==> config.mk <==
export PLATFORM = sky130hd
export DESIGN_NAME = stall_aware_producer_flat
export DESIGN_NICKNAME = d
export VERILOG_FILES = /design/src/rtl/stall_aware_producer_if.sv /design/src/rtl/stall_aware_producer.sv /design/src/flat_wrapper.sv
export SDC_FILE = /design/constraint.sdc
export NUM_CORES = 1
export LEC_CHECK = 0
export CORE_ASPECT_RATIO = 0.7
export CORE_UTILIZATION = 50
export DETAILED_ROUTE_END_ITERATION = 8
export PLACE_DENSITY = 0.79
export SETUP_SLACK_MARGIN = 0.2
export SYNTH_ARGS = -nofsm -noshare
export SYNTH_HDL_FRONTEND = slang
export SYNTH_SLANG_ARGS = --single-unit
==> constraint.sdc <==
create_clock -name clk -period 8.39 [get_ports clk]
set_clock_uncertainty 0.1 [all_clocks]
set_input_delay 1.678 -clock clk [delete_from_list [all_inputs] [get_ports clk]]
set_output_delay 1.678 -clock clk [all_outputs]
set_load 0.02 [all_outputs]
==> src/rtl/stall_aware_producer_if.sv <==
// Producer-side bundle: per-lane data/valid/flush toward the pipeline, stall coming back.
interface stall_aware_producer_if #(
  parameter int DATA_W = 32
);
  logic              stall_1;
  logic              stall_2;
  logic [DATA_W-1:0] pipeline1_inputs;
  logic [DATA_W-1:0] pipeline2_inputs;
  logic [1:0]        in_valid;
  logic              flush_1;
  logic              flush_2;
  logic              done;

  modport master (
    input  stall_1, stall_2,
    output pipeline1_inputs, pipeline2_inputs, in_valid, flush_1, flush_2, done
  );

  modport slave (
    output stall_1, stall_2,
    input  pipeline1_inputs, pipeline2_inputs, in_valid, flush_1, flush_2, done
  );
endinterface

==> src/rtl/stall_aware_producer.sv <==
// Dual-lane sequence producer: each lane emits NUM_ITEMS words, holds under stall,
// and inserts a one-cycle flush after every FLUSH_PERIOD-th accepted word.
module stall_aware_producer_lane #(
  parameter int                DATA_W       = 32,
  parameter int                NUM_ITEMS    = 16,
  parameter int                FLUSH_PERIOD = 5,
  parameter logic [DATA_W-1:0] SEQ_BASE     = '0
) (
  input  logic              clk,
  input  logic              rst_n,
  input  logic              i_stall,
  output logic [DATA_W-1:0] o_data,
  output logic              o_valid,
  output logic              o_flush,
  output logic              o_done_nxt
);
  localparam int CNT_W   = $clog2(NUM_ITEMS + 1);
  localparam int FP_SAFE = (FLUSH_PERIOD == 0) ? 1 : FLUSH_PERIOD;

  typedef enum logic [1:0] {S_IDLE, S_SEND, S_FLUSH, S_DONE} state_t;

  state_t            r_state, w_nxt_state;
  logic [CNT_W-1:0]  r_sent, w_nxt_sent, w_sent_inc;
  logic [DATA_W-1:0] r_data, w_nxt_data;
  logic              r_valid, w_nxt_valid;
  logic              r_flush, w_nxt_flush;

  assign w_sent_inc = r_sent + CNT_W'(1);

  always_comb begin
    w_nxt_state = r_state;
    w_nxt_sent  = r_sent;
    w_nxt_data  = r_data;
    w_nxt_valid = r_valid;
    w_nxt_flush = 1'b0;
    case (r_state)
      S_IDLE: begin
        w_nxt_state = S_SEND;
        w_nxt_data  = SEQ_BASE;
        w_nxt_valid = 1'b1;
      end
      S_SEND: begin
        if (!i_stall) begin
          w_nxt_sent = w_sent_inc;
          if (w_sent_inc == CNT_W'(NUM_ITEMS)) begin
            w_nxt_state = S_DONE;
            w_nxt_valid = 1'b0;
          end else if (FLUSH_PERIOD != 0 &&
                       (32'(w_sent_inc) % 32'(FP_SAFE)) == 32'd0) begin
            w_nxt_state = S_FLUSH;
            w_nxt_valid = 1'b0;
            w_nxt_flush = 1'b1;
          end else begin
            w_nxt_data  = SEQ_BASE + DATA_W'(w_sent_inc);
            w_nxt_valid = 1'b1;
          end
        end
      end
      // Stall is deliberately ignored here so the flush pulse is never stretched.
      S_FLUSH: begin
        w_nxt_state = S_SEND;
        w_nxt_data  = SEQ_BASE + DATA_W'(r_sent);
        w_nxt_valid = 1'b1;
      end
      default: begin
        w_nxt_valid = 1'b0;
      end
    endcase
  end

  always_ff @(posedge clk or negedge rst_n) begin
    if (!rst_n) begin
      r_state <= S_IDLE;
      r_sent  <= '0;
      r_data  <= '0;
      r_valid <= 1'b0;
      r_flush <= 1'b0;
    end else begin
      r_state <= w_nxt_state;
      r_sent  <= w_nxt_sent;
      r_data  <= w_nxt_data;
      r_valid <= w_nxt_valid;
      r_flush <= w_nxt_flush;
    end
  end

  assign o_data     = r_data;
  assign o_valid    = r_valid;
  assign o_flush    = r_flush;
  // Next-state view lets the top register done in the same cycle both lanes enter DONE.
  assign o_done_nxt = (w_nxt_state == S_DONE);
endmodule

module stall_aware_producer #(
  parameter int                DATA_W       = 32,
  parameter int                NUM_ITEMS    = 16,
  parameter int                FLUSH_PERIOD = 5,
  parameter logic [DATA_W-1:0] SEQ_BASE_1   = 32'h0000_1000,
  parameter logic [DATA_W-1:0] SEQ_BASE_2   = 32'h0000_2000
) (
  input  logic                   clk,
  input  logic                   reset,
  stall_aware_producer_if.master bus
);
  localparam int NUM_LANES = 2;

  logic [NUM_LANES-1:0]             w_stall, w_valid, w_flush, w_done_nxt;
  logic [NUM_LANES-1:0][DATA_W-1:0] w_data;
  logic                             r_done;

  assign w_stall = {bus.stall_2, bus.stall_1};

  for (genvar g = 0; g < NUM_LANES; g++) begin : g_lane
    localparam logic [DATA_W-1:0] BASE = (g == 0) ? SEQ_BASE_1 : SEQ_BASE_2;
    stall_aware_producer_lane #(
      .DATA_W(DATA_W), .NUM_ITEMS(NUM_ITEMS),
      .FLUSH_PERIOD(FLUSH_PERIOD), .SEQ_BASE(BASE)
    ) u_lane (
      .clk       (clk),
      .rst_n     (reset),
      .i_stall   (w_stall[g]),
      .o_data    (w_data[g]),
      .o_valid   (w_valid[g]),
      .o_flush   (w_flush[g]),
      .o_done_nxt(w_done_nxt[g])
    );
  end

  always_ff @(posedge clk or negedge reset) begin
    if (!reset) r_done <= 1'b0;
    else        r_done <= &w_done_nxt;
  end

  assign bus.pipeline1_inputs = w_data[0];
  assign bus.pipeline2_inputs = w_data[1];
  assign bus.in_valid         = w_valid;
  assign bus.flush_1          = w_flush[0];
  assign bus.flush_2          = w_flush[1];
  assign bus.done             = r_done;
endmodule

==> src/flat_wrapper.sv <==
// flat-port wrapper written by rule: the top's interface ports become plain ports
module stall_aware_producer_flat 
#(
  parameter int                DATA_W       = 32,
  parameter int                NUM_ITEMS    = 16,
  parameter int                FLUSH_PERIOD = 5,
  parameter logic [DATA_W-1:0] SEQ_BASE_1   = 32'h0000_1000,
  parameter logic [DATA_W-1:0] SEQ_BASE_2   = 32'h0000_2000
)
  (clk, reset, bus_stall_1, bus_stall_2, bus_pipeline1_inputs, bus_pipeline2_inputs, bus_in_valid, bus_flush_1, bus_flush_2, bus_done);
  stall_aware_producer_if #(.DATA_W(DATA_W)) bus_i ();
  input  logic clk;
  input  logic reset;
  input wire logic [$bits(bus_i.stall_1)-1:0] bus_stall_1;
  input wire logic [$bits(bus_i.stall_2)-1:0] bus_stall_2;
  output wire logic [$bits(bus_i.pipeline1_inputs)-1:0] bus_pipeline1_inputs;
  output wire logic [$bits(bus_i.pipeline2_inputs)-1:0] bus_pipeline2_inputs;
  output wire logic [$bits(bus_i.in_valid)-1:0] bus_in_valid;
  output wire logic [$bits(bus_i.flush_1)-1:0] bus_flush_1;
  output wire logic [$bits(bus_i.flush_2)-1:0] bus_flush_2;
  output wire logic [$bits(bus_i.done)-1:0] bus_done;
  assign bus_i.stall_1 = bus_stall_1;
  assign bus_i.stall_2 = bus_stall_2;
  assign bus_pipeline1_inputs = bus_i.pipeline1_inputs;
  assign bus_pipeline2_inputs = bus_i.pipeline2_inputs;
  assign bus_in_valid = bus_i.in_valid;
  assign bus_flush_1 = bus_i.flush_1;
  assign bus_flush_2 = bus_i.flush_2;
  assign bus_done = bus_i.done;
  stall_aware_producer #(.DATA_W(DATA_W), .NUM_ITEMS(NUM_ITEMS), .FLUSH_PERIOD(FLUSH_PERIOD), .SEQ_BASE_1(SEQ_BASE_1), .SEQ_BASE_2(SEQ_BASE_2)) u_core (.clk(clk), .reset(reset), .bus(bus_i));
endmodule
# After elaboration in Yosys (flattened, before gate mapping)

Cells that the tools add are included.

$add $sub $neg: 6
Div/mod/pow operators: 2
Equality and inequality tests: 14
Mux-type cells: 32
Bitwise logic cells: 2
Reductions and logical operators: 13

Operators with widths:

| kind                                                   | number |
|---|---|
| two-way mux 32 bit                                     | 6 |
| case mux 32 bit (3 select lines)                       | 2 |
| logical NOT 32 bit                                     | 2 |
| remainder unit 5 x 3 -> 32 bit (second input constant) | 2 |
| adder 14 x 5 -> 15 bit (first input constant)          | 2 |
| adder 13 x 5 -> 14 bit (first input constant)          | 2 |
| two-way mux 1 bit                                      | 14 |
| two-way mux 2 bit                                      | 6 |
| != test 2 bit (second input constant)                  | 6 |
| adder 5 x 1 -> 5 bit (second input constant)           | 2 |
| == test 5 bit (second input constant)                  | 2 |
| == test 2 bit (second input constant)                  | 4 |
| case mux 2 bit (2 select lines)                        | 2 |
| AND reduction 4 bit                                    | 2 |
| AND reduction 2 bit                                    | 3 |
| nonzero test 3 bit                                     | 2 |
| == test 2 x 1 -> 1 bit (second input constant)         | 2 |
| logical NOT 2 bit                                      | 2 |
| case mux 1 bit (2 select lines)                        | 2 |
| OR reduction 2 bit                                     | 2 |
| NOT 1 bit                                              | 2 |

Register bits after elaboration: 83
Bits of input ports: 4
Output and inout port bits: 69
Logic and storage cells: 80

# Logic depth before layout (Yosys ltp)

Gate-level depths: netlist of the first run.

Word-level depth: 9
Gate-level depth with buffers: 22
Gate-level depth less buffers: 21

# Cells and area by module

A second synthesis of the first run with hierarchy kept.

Cell total of the unflattened synthesis: 434
Area, all modules: 3702.3 µm²

By module, submodules not included:

| module                    | times used | cells an instance | area an instance (µm²) | sequential area each (µm²) |
|---|---|---|---|---|
| stall_aware_producer_lane | 2          | 216               | 1835.5                 | 375.4 |
| stall_aware_producer      | 1          | 2                 | 31.3                   | 25.0 |

# Least setup slack after synthesis of the first run

OpenSTA, ideal clock, no wires.

Path kind: register to register
Start: register u_core.g_lane[0].u_lane.r_sent[0]
End: register u_core.g_lane[0].u_lane.r_data[12]
Setup time: 0.127 ns
Arrival time: 4.466 ns
Required time: 8.163 ns
Setup slack: 3.696 ns
Cell stages (with the launch flop): 22
Path buffers: 1
Period minus slack after synthesis: 4.694 ns
Cell sequence: dfrtp_1 -> ha_1 -> clkbuf_1 -> nor3b_1 -> mux4_2 -> inv_1 -> ha_1 -> nor2_1 -> o21a_1 -> nor3_1 -> nor2_1 -> xnor2_1 -> ha_1 -> or3b_2 -> a21boi_0 -> a211oi_1 -> o21ai_0 -> nor2_1 -> a211o_1 -> nand2_1 -> o22ai_1 -> or2_2

Word-level cells in the longest chain between the ends: 6
Elaborated cells between the ends (all ways): 13
Classes of those cells: 3 x add/sub; 1 x div; 3 x eq/ne; 4 x mux; 2 x reduce/logical

RTL lines:

| item                                                                                   | line                       | source |
|---|---|---|
| start, declared                                                                        | stall_aware_producer.sv:23 | `logic [CNT_W-1:0] r_sent, w_nxt_sent, w_sent_inc;` |
| start signal, assigned                                                                 | stall_aware_producer.sv:80 | `r_sent <= w_nxt_sent;` |
| parallel branches: the longest is 6 deep, another holds remainder unit 5 x 3 -> 32 bit | --                         |  |
| end signal, assigned                                                                   | stall_aware_producer.sv:81 | `r_data <= w_nxt_data;` |
| end, declared                                                                          | stall_aware_producer.sv:24 | `logic [DATA_W-1:0] r_data, w_nxt_data;` |

Parallel ways; which one is timed is not known. The select of a mux whose other input is x is not followed.
A chain may end at the register's enable or synchronous reset.

# Final worst setup path of the first run

Start: register u_core.g_lane[1].u_lane.r_sent[0]
End: register u_core.g_lane[1].u_lane.r_data[4]

Word-level cells in the longest chain between the ends: 6
Elaborated cells between the ends (all ways): 13
Classes of those cells: 3 x add/sub; 1 x div; 3 x eq/ne; 4 x mux; 2 x reduce/logical

RTL lines:

| item                                                                                   | line |
|---|---|
| start, declared                                                                        | stall_aware_producer.sv:23 |
| start signal, assigned                                                                 | stall_aware_producer.sv:80 |
| parallel branches: the longest is 6 deep, another holds remainder unit 5 x 3 -> 32 bit | -- |
| end signal, assigned                                                                   | stall_aware_producer.sv:81 |
| end, declared                                                                          | stall_aware_producer.sv:24 |

Parallel ways; which one is timed is not known. The select of a mux whose other input is x is not followed.

==> metrics.txt, run 1 <==
status completed; FF-to-FF path depth 15; Antenna Nets Post-Route 0; worst hold path depth 1; # diodes 0; # hold bufs at CTS 0; CTS tree done; Endpoint, Worst Hold u_core.g_lane[0].u_lane.o_data[12]; Worst-path clk slew 0.07 ns; sequential-to-total area share from yosys stat 0.235; initial antenna violation count 0; root buf cell clkbuf_8; Cell Rows 24; Synth Instances 403; Top FF cell, synth dfrtp_1; Synth Warn # 0; Initial Utilization 0.523; Max-Cap Viols 0; worst relative slew slack 0.436; Max FO, Critical Path 14; TritonCTS Sinks 31; total CTS buffers 5; I/O Buffers 20; clock latency on the worst-skew pair 0.29 ns; pin count of the biggest net entering global routing 32; GPL Wtd Cong 0.977; drt total wl 7.23 mm; die width 99.1 µm; synthesized area 3300 µm²; WP buf/inv 1; top cell family by delay on the critical path compound AO/OA/AOI/OAI gates; DRC Markers 0; Worst Hold Launch u_core.g_lane[0].u_lane.o_data[12]; total number of vias 2788; synth unique cells 68; Post-CTS Resized 0; Hold WC Path Type reg2reg; r2r endpoint u_core.g_lane[1].u_lane.o_data[4]; Crit. End Element flop; Seq. cell area 776 µm²; Area growth syn-to-layout 3.56%; Final Non-Filler Cells 488; DIE AREA 6940 µm²; clk buf depth 2; Crit path top cell by count ha_1; Synth Area per Inst 8.19 µm²; Fin. Hold Viols 0; Worst Path Required 8.46 ns; Max Fclk 178 MHz; Vias per Instance 5.71; Startpoint Class flop; critical path class reg2reg; Critical Path Slowest Stage Cell xor2_1; Placed Cells 480; final setup TNS 0 ns; Arr. time, crit path 5.70 ns; FF+latch count, synth 31; RSZ-0062 raised after global routing false; min cycle time layout 5.63 ns; total track usage 0.221; floorplan core area 6310 µm²; Area contributors post-synth dfrtp_1 24%, buf_4 13%, ha_1 8.7%, nand2_1 3.9%, o21ai_0 3.2%; drt pass-1 iters 7; post-layout net count 436; CP max stage delay 0.69 ns; top cell type's share of synthesized area 0.235; Detailed Route Iter0 Violations 295; first-pass GRT wire length 12.3 mm; Synth area leader dfrtp_1; Ports 73; dpl hpwl 5.43 mm; Multi-input gate area 2120 µm²; Final Setup Violations 0; Worst Max-Slew Pin Slew 0.844 ns; share of layout cells above drive strength 1 0.0780; CP Cell Sequence ha_1 > and3_1 > xor2_1 > ha_1 > a21oi_2 > o211ai_2 > a211oi_2 > xnor2_1 > ha_1 > inv_1 > or3b_1 > a2111oi_4 > o21ba_2 > o21a_4 > mux2_1; fin crit share 0.671; R2R Setup Slk 2.76 ns; Die Y 70.0 µm; Post-synth EDFFs 0; Post-CTS Setup Bufs 0; number of global-route vias before repair 2501; final-report max-slew violation count 0; # fillers 588; gr ovfl total 0; mean routed wirelength per cell 14.8 µm; H-tree depth 2; Post-synth ARST share 1.00; reg-to-reg startpoint u_core.g_lane[1].u_lane.r_sent[0]
[metrics by stage]
stage	setup slack, ns	hold slack [ns]	area [µm²]	util
floorplan	3.70	0.427	3490	-
global route	2.43	0.411	3420	0.542
global placement	2.91	0.373	3300	0.523
detailed placement	2.88	0.378	3300	0.523
CTS	2.84	0.393	3420	0.542
finish	2.76	0.379	3420	0.542
[logic make-up after synthesis]
| logic type | Yosys count | synth area share |
|---|---|---|
| AO/OA/AOI/OAI | 101 | 0.228 |
| XOR/XNOR | 17 | 0.0451 |
| adder cells (fa/ha/maj) | 23 | 0.0872 |
| buffers and inverters | 99 | 0.180 |
| flip-flops | 31 | 0.235 |
| multiplexers | 12 | 0.0425 |
| other | 1 | 0.00114 |
| AND/OR/NAND/NOR | 119 | 0.181 |
[cell type report]
class                           instances  area share
Multi-Input combinational cell        324       0.621
Sequential cell                        31       0.227
Timing Repair Buffer                   21      0.0608
Inverter                               26      0.0286
Tap cell                               78      0.0286
Clock buffer                            6      0.0242
Clock inverter                          2      0.0102
[how the worst max path moves through the flow]
stage | end | cells after the start | slack, ns | from
final | u_core.g_lane[1].u_lane.o_data[4] | 15 | 2.76 | u_core.g_lane[1].u_lane.r_sent[0]
after CTS | u_core.g_lane[1].u_lane.o_data[4] | 15 | 2.84 | u_core.g_lane[1].u_lane.r_sent[0]
after detailed placement | u_core.g_lane[1].u_lane.o_data[4] | 15 | 2.88 | u_core.g_lane[1].u_lane.r_sent[0]
after global placement | u_core.g_lane[1].u_lane.o_data[4] | 15 | 2.91 | u_core.g_lane[1].u_lane.r_sent[0]
after floorplan | u_core.g_lane[0].u_lane.o_data[12] | 21 | 3.70 | u_core.g_lane[0].u_lane.r_sent[0]
after global routing | u_core.g_lane[1].u_lane.o_data[3] | 15 | 2.43 | u_core.g_lane[1].u_lane.r_sent[0]
[cells in the mapped netlist (all sizes together) (2+ instances only)]
library cell and n:
a2bb2oi 3, or3b 2, nand3 10, a21boi 3, and2 3, xor2 5, o22ai 4, o211ai 3
nand4b 2, xnor2 12, a21oi 18, nor2b 10, a21bo 2, a22oi 5, nor4 2, dfrtp 31
o21a 4, a211o 3, a21o 5, mux2i 5, a211oi 5, nand2b 6, nand2 34, a31oi 3
a22o 2, clkbuf 8, mux2 6, nor3b 4, a221oi 2, o21ai 23, a2111oi 3, ha 23
o32ai 4, nor2 26, or2 5, inv 26, buf 65, nor3 6, or4 2, nand3b 4
[cells in the final DEF (no fill, tap or decap), types with 4 or more instances in the layout]
| cell type | Yosys | final |
|---|---|---|
| conb_1 | 1 | 52 |
| nand2_1 | 34 | 34 |
| dfrtp_1 | 31 | 31 |
| inv_1 | 26 | 26 |
| nor2_1 | 26 | 26 |
| ha_1 | 23 | 23 |
| o21ai_0 | 21 | 21 |
| clkdlybuf4s50_1 | 0 | 20 |
| a21oi_1 | 17 | 17 |
| xnor2_1 | 12 | 12 |
| nand3_1 | 10 | 10 |
| nor2b_1 | 10 | 10 |
| nor3_1 | 6 | 6 |
| nand2b_1 | 6 | 6 |
| clkbuf_8 | 0 | 6 |
| xor2_1 | 5 | 5 |
| mux2i_1 | 5 | 5 |
| or2_2 | 5 | 5 |
| a21o_1 | 5 | 5 |
| a22oi_1 | 5 | 5 |
| nand3b_1 | 4 | 4 |
| o32ai_1 | 4 | 4 |
| a211oi_1 | 4 | 4 |
| o22ai_1 | 4 | 4 |
| nor3b_1 | 4 | 4 |
[routing by layer]
layer / up-vias / share of wire / global-route usage
met5: - / 0 / 0
met4: 0 / 0.0083 / 0.0441
met3: 9 / 0.088 / 0.0420
met2: 163 / 0.40 / 0.317
met1: 1304 / 0.50 / 0.342
li1: 1312 / - / -
[sequential cells by signal (all words and copies together), names as in the netlist]
name	flops
u_core.g_lane.u_lane.o_data	12
u_core.g_lane.u_lane.r_sent	10
u_core.g_lane.u_lane.r_state	4
u_core.g_lane.u_lane.o_flush	2
u_core.g_lane.u_lane.o_valid	2
u_core.bus.done	1
Power of run 1 is left out: the tool's default activity adds up to more than one toggle a clock period on the data nets, which glitch-free logic cannot reach.
==> run 2, diff against run 1 <==
==> constraint.sdc (replaced) <==
create_clock -name clk -period 5.19 [get_ports clk]
set_clock_uncertainty 0.1 [all_clocks]
set_input_delay 1.038 -clock clk [delete_from_list [all_inputs] [get_ports clk]]
set_output_delay 1.038 -clock clk [all_outputs]
set_load 0.02 [all_outputs]
==> run 2 against run 1 <==
Hold slack lost 0.0065 ns. Utilization rose by 1.9 points. Non-clock buffer count increased by 14. Critical endpoint unchanged. Largest cell class unchanged.
==> metrics.txt, run 2 (synthesis results as in run 1) <==
status completed; reg-to-reg startpoint u_core.g_lane[1].u_lane.r_sent[1]; H-tree depth 2 (unchanged); Final Setup Violations 0 (unchanged); GPL Wtd Cong 0.920 (-5.9%); critical path class reg2reg; Critical Path Slowest Stage Cell dfrtp_2; Worst Path Required 5.24 ns (-3.22 ns); Initial Utilization 0.523 (unchanged); Antenna Nets Post-Route 0 (unchanged); FF-to-FF path depth 19 (+4); # diodes 0 (unchanged); commonest non-fill, non-tap cell in the layout conb_1; worst relative slew slack 0.640 (+0.204); fin crit share 0.911 (+0.240); total track usage 0.212 (-0.00878); Startpoint Class flop; mean routed wirelength per cell 14.6 µm (-1.3%); Vias per Instance 5.68 (-0.56%); Crit path depth 19 (+4); first-pass GRT wire length 11.9 mm (-3.2%); share of layout cells above drive strength 1 0.130 (+0.0517); Worst-path clk slew 0.07 ns (about the same); clk buf depth 2 (unchanged); Area growth syn-to-layout 7.20%; dpl hpwl 5.56 mm (+2.4%); Seq. cell area 778 µm² (+0.32%); commonest non-fill, non-tap cells in the layout 52 x conb_1, 33 x nand2_1, 29 x dfrtp_1, 26 x inv_1, 26 x nor2_1; DIE AREA 6940 µm² (unchanged); WP buf/inv 3 (+2); dpl ws 0.244 ns (-2.64 ns); total number of vias 2852 (+2.3%); clock latency on the worst-skew pair 0.28 ns (about the same); drt pass-1 iters 4 (-3); total CTS buffers 5 (unchanged); post-layout net count 450 (+3.2%); pin count of the biggest net entering global routing 32 (unchanged); CTS tree done; CP max stage delay 0.47 ns (-0.22 ns); Cell Rows 24 (unchanged); Ports 73 (unchanged); Max FO, Critical Path 10 (-4); post-layout util 0.561 (+0.0190); initial antenna violation count 0 (unchanged); drt total wl 7.34 mm (+1.5%); root buf cell clkbuf_8; die width 99.1 µm (unchanged); RSZ-0062 raised after global routing false; DRC Markers 0 (unchanged); number of global-route vias before repair 2427 (-3.0%); Hold WC Path Type reg2reg; Endpoint, Worst Hold u_core.g_lane[1].u_lane.o_data[13]; Max Fclk 212 MHz (+19%); Arr. time, crit path 4.78 ns (-0.92 ns); Multi-input gate area 2170 µm² (+2.3%); CP Cell Sequence ha_2 > nor2b_1 > a21oi_1 > nand2_1 > o21a_1 > inv_1 > ha_1 > inv_1 > nand2_1 > a211o_2 > a211oi_4 > xnor2_1 > ha_1 > inv_1 > or3b_1 > a2111oi_4 > o21ba_2 > o21a_4 > mux2_1; r2r endpoint u_core.g_lane[1].u_lane.o_data[4]; final setup margin 0.463 ns (-2.30 ns); floorplan core area 6310 µm² (unchanged); Worst Max-Slew Pin Slew 0.536 ns (-0.307 ns); Crit. End Element flop; # fillers 573 (-2.6%); Worst Hold Launch u_core.g_lane[1].u_lane.o_data[13]; R2R Setup Slk 0.46 ns (-2.30 ns); Crit path top cell by count inv_1; final setup TNS 0 ns (unchanged); min cycle time layout 4.73 ns (-0.899 ns); max FFs per register 12 (unchanged); Die Y 70.0 µm (unchanged); gr ovfl total 0 (unchanged); top cell family by delay on the critical path compound AO/OA/AOI/OAI gates; Placed Cells 492 (+2.5%); TritonCTS Sinks 31 (unchanged); # hold bufs at CTS 0 (unchanged); Detailed Route Iter0 Violations 222 (-25%); I/O Buffers 20 (unchanged); Final Non-Filler Cells 502 (+2.9%); worst hold path depth 1 (unchanged); final-report max-slew violation count 0 (unchanged); Max-Cap Viols 0 (unchanged); Fin. Hold Viols 0 (unchanged)
[run 2: metrics by stage]
step	instance area, µm²	hold WS, ns
2_1_floorplan	3490	0.427
3_3_place_gp	3390	0.360
3_5_place_dp	3390	0.360
4_1_cts	3470	0.379
5_1_grt	3540	0.391
6_report	3540	0.372
[run 2: repair_timing]
action / 4_1_cts / 5_1_grt
resized for setup: 0 / 14
setup endpoints to repair: 0 / 14
buffers inserted: 0 / 2
[run 2: cell type report]
| type | instances | share of cell area |
|---|---|---|
| clock buffers | 7 | 0.0216 |
| clock inverters | 1 | 0.00141 |
| inverters | 26 | 0.0276 |
| multi-input cells | 324 | 0.614 |
| flip-flops and latches | 31 | 0.220 |
| well taps | 78 | 0.0276 |
| repair buffers | 35 | 0.0884 |
[run 2: worst max-delay path by stage]
stage / start / slack (ns) / to
after floorplan: u_core.g_lane[0].u_lane.r_sent[0] / 0.50 / u_core.g_lane[0].u_lane.o_data[12]
after global placement: u_core.g_lane[0].u_lane.r_sent[1] / 0.48 / u_core.g_lane[0].u_lane.o_data[12]
after detailed placement: u_core.g_lane[0].u_lane.r_sent[1] / 0.24 / u_core.g_lane[0].u_lane.o_data[12]
after CTS: u_core.g_lane[0].u_lane.r_sent[1] / 0.20 / u_core.g_lane[0].u_lane.o_data[12]
after global routing: u_core.g_lane[0].u_lane.r_sent[1] / 0.20 / u_core.bus.done
final: u_core.g_lane[1].u_lane.r_sent[1] / 0.46 / u_core.g_lane[1].u_lane.o_data[4]
[run 2: metal layers]
| metal | global-route usage | part of all wire | up-vias | wire length, µm |
|---|---|---|---|---|
| met5 | 0 | 0 | - | 0 |
| met2 | 0.312 | 0.43 | 151 | 3150 |
| met3 | 0.0430 | 0.080 | 6 | 590 |
| met1 | 0.322 | 0.48 | 1360 | 3550 |
| li1 | - | - | 1335 | - |
| met4 | 0.0392 | 0.0064 | 0 | 47 |
Power of run 2 is left out for the same reason.
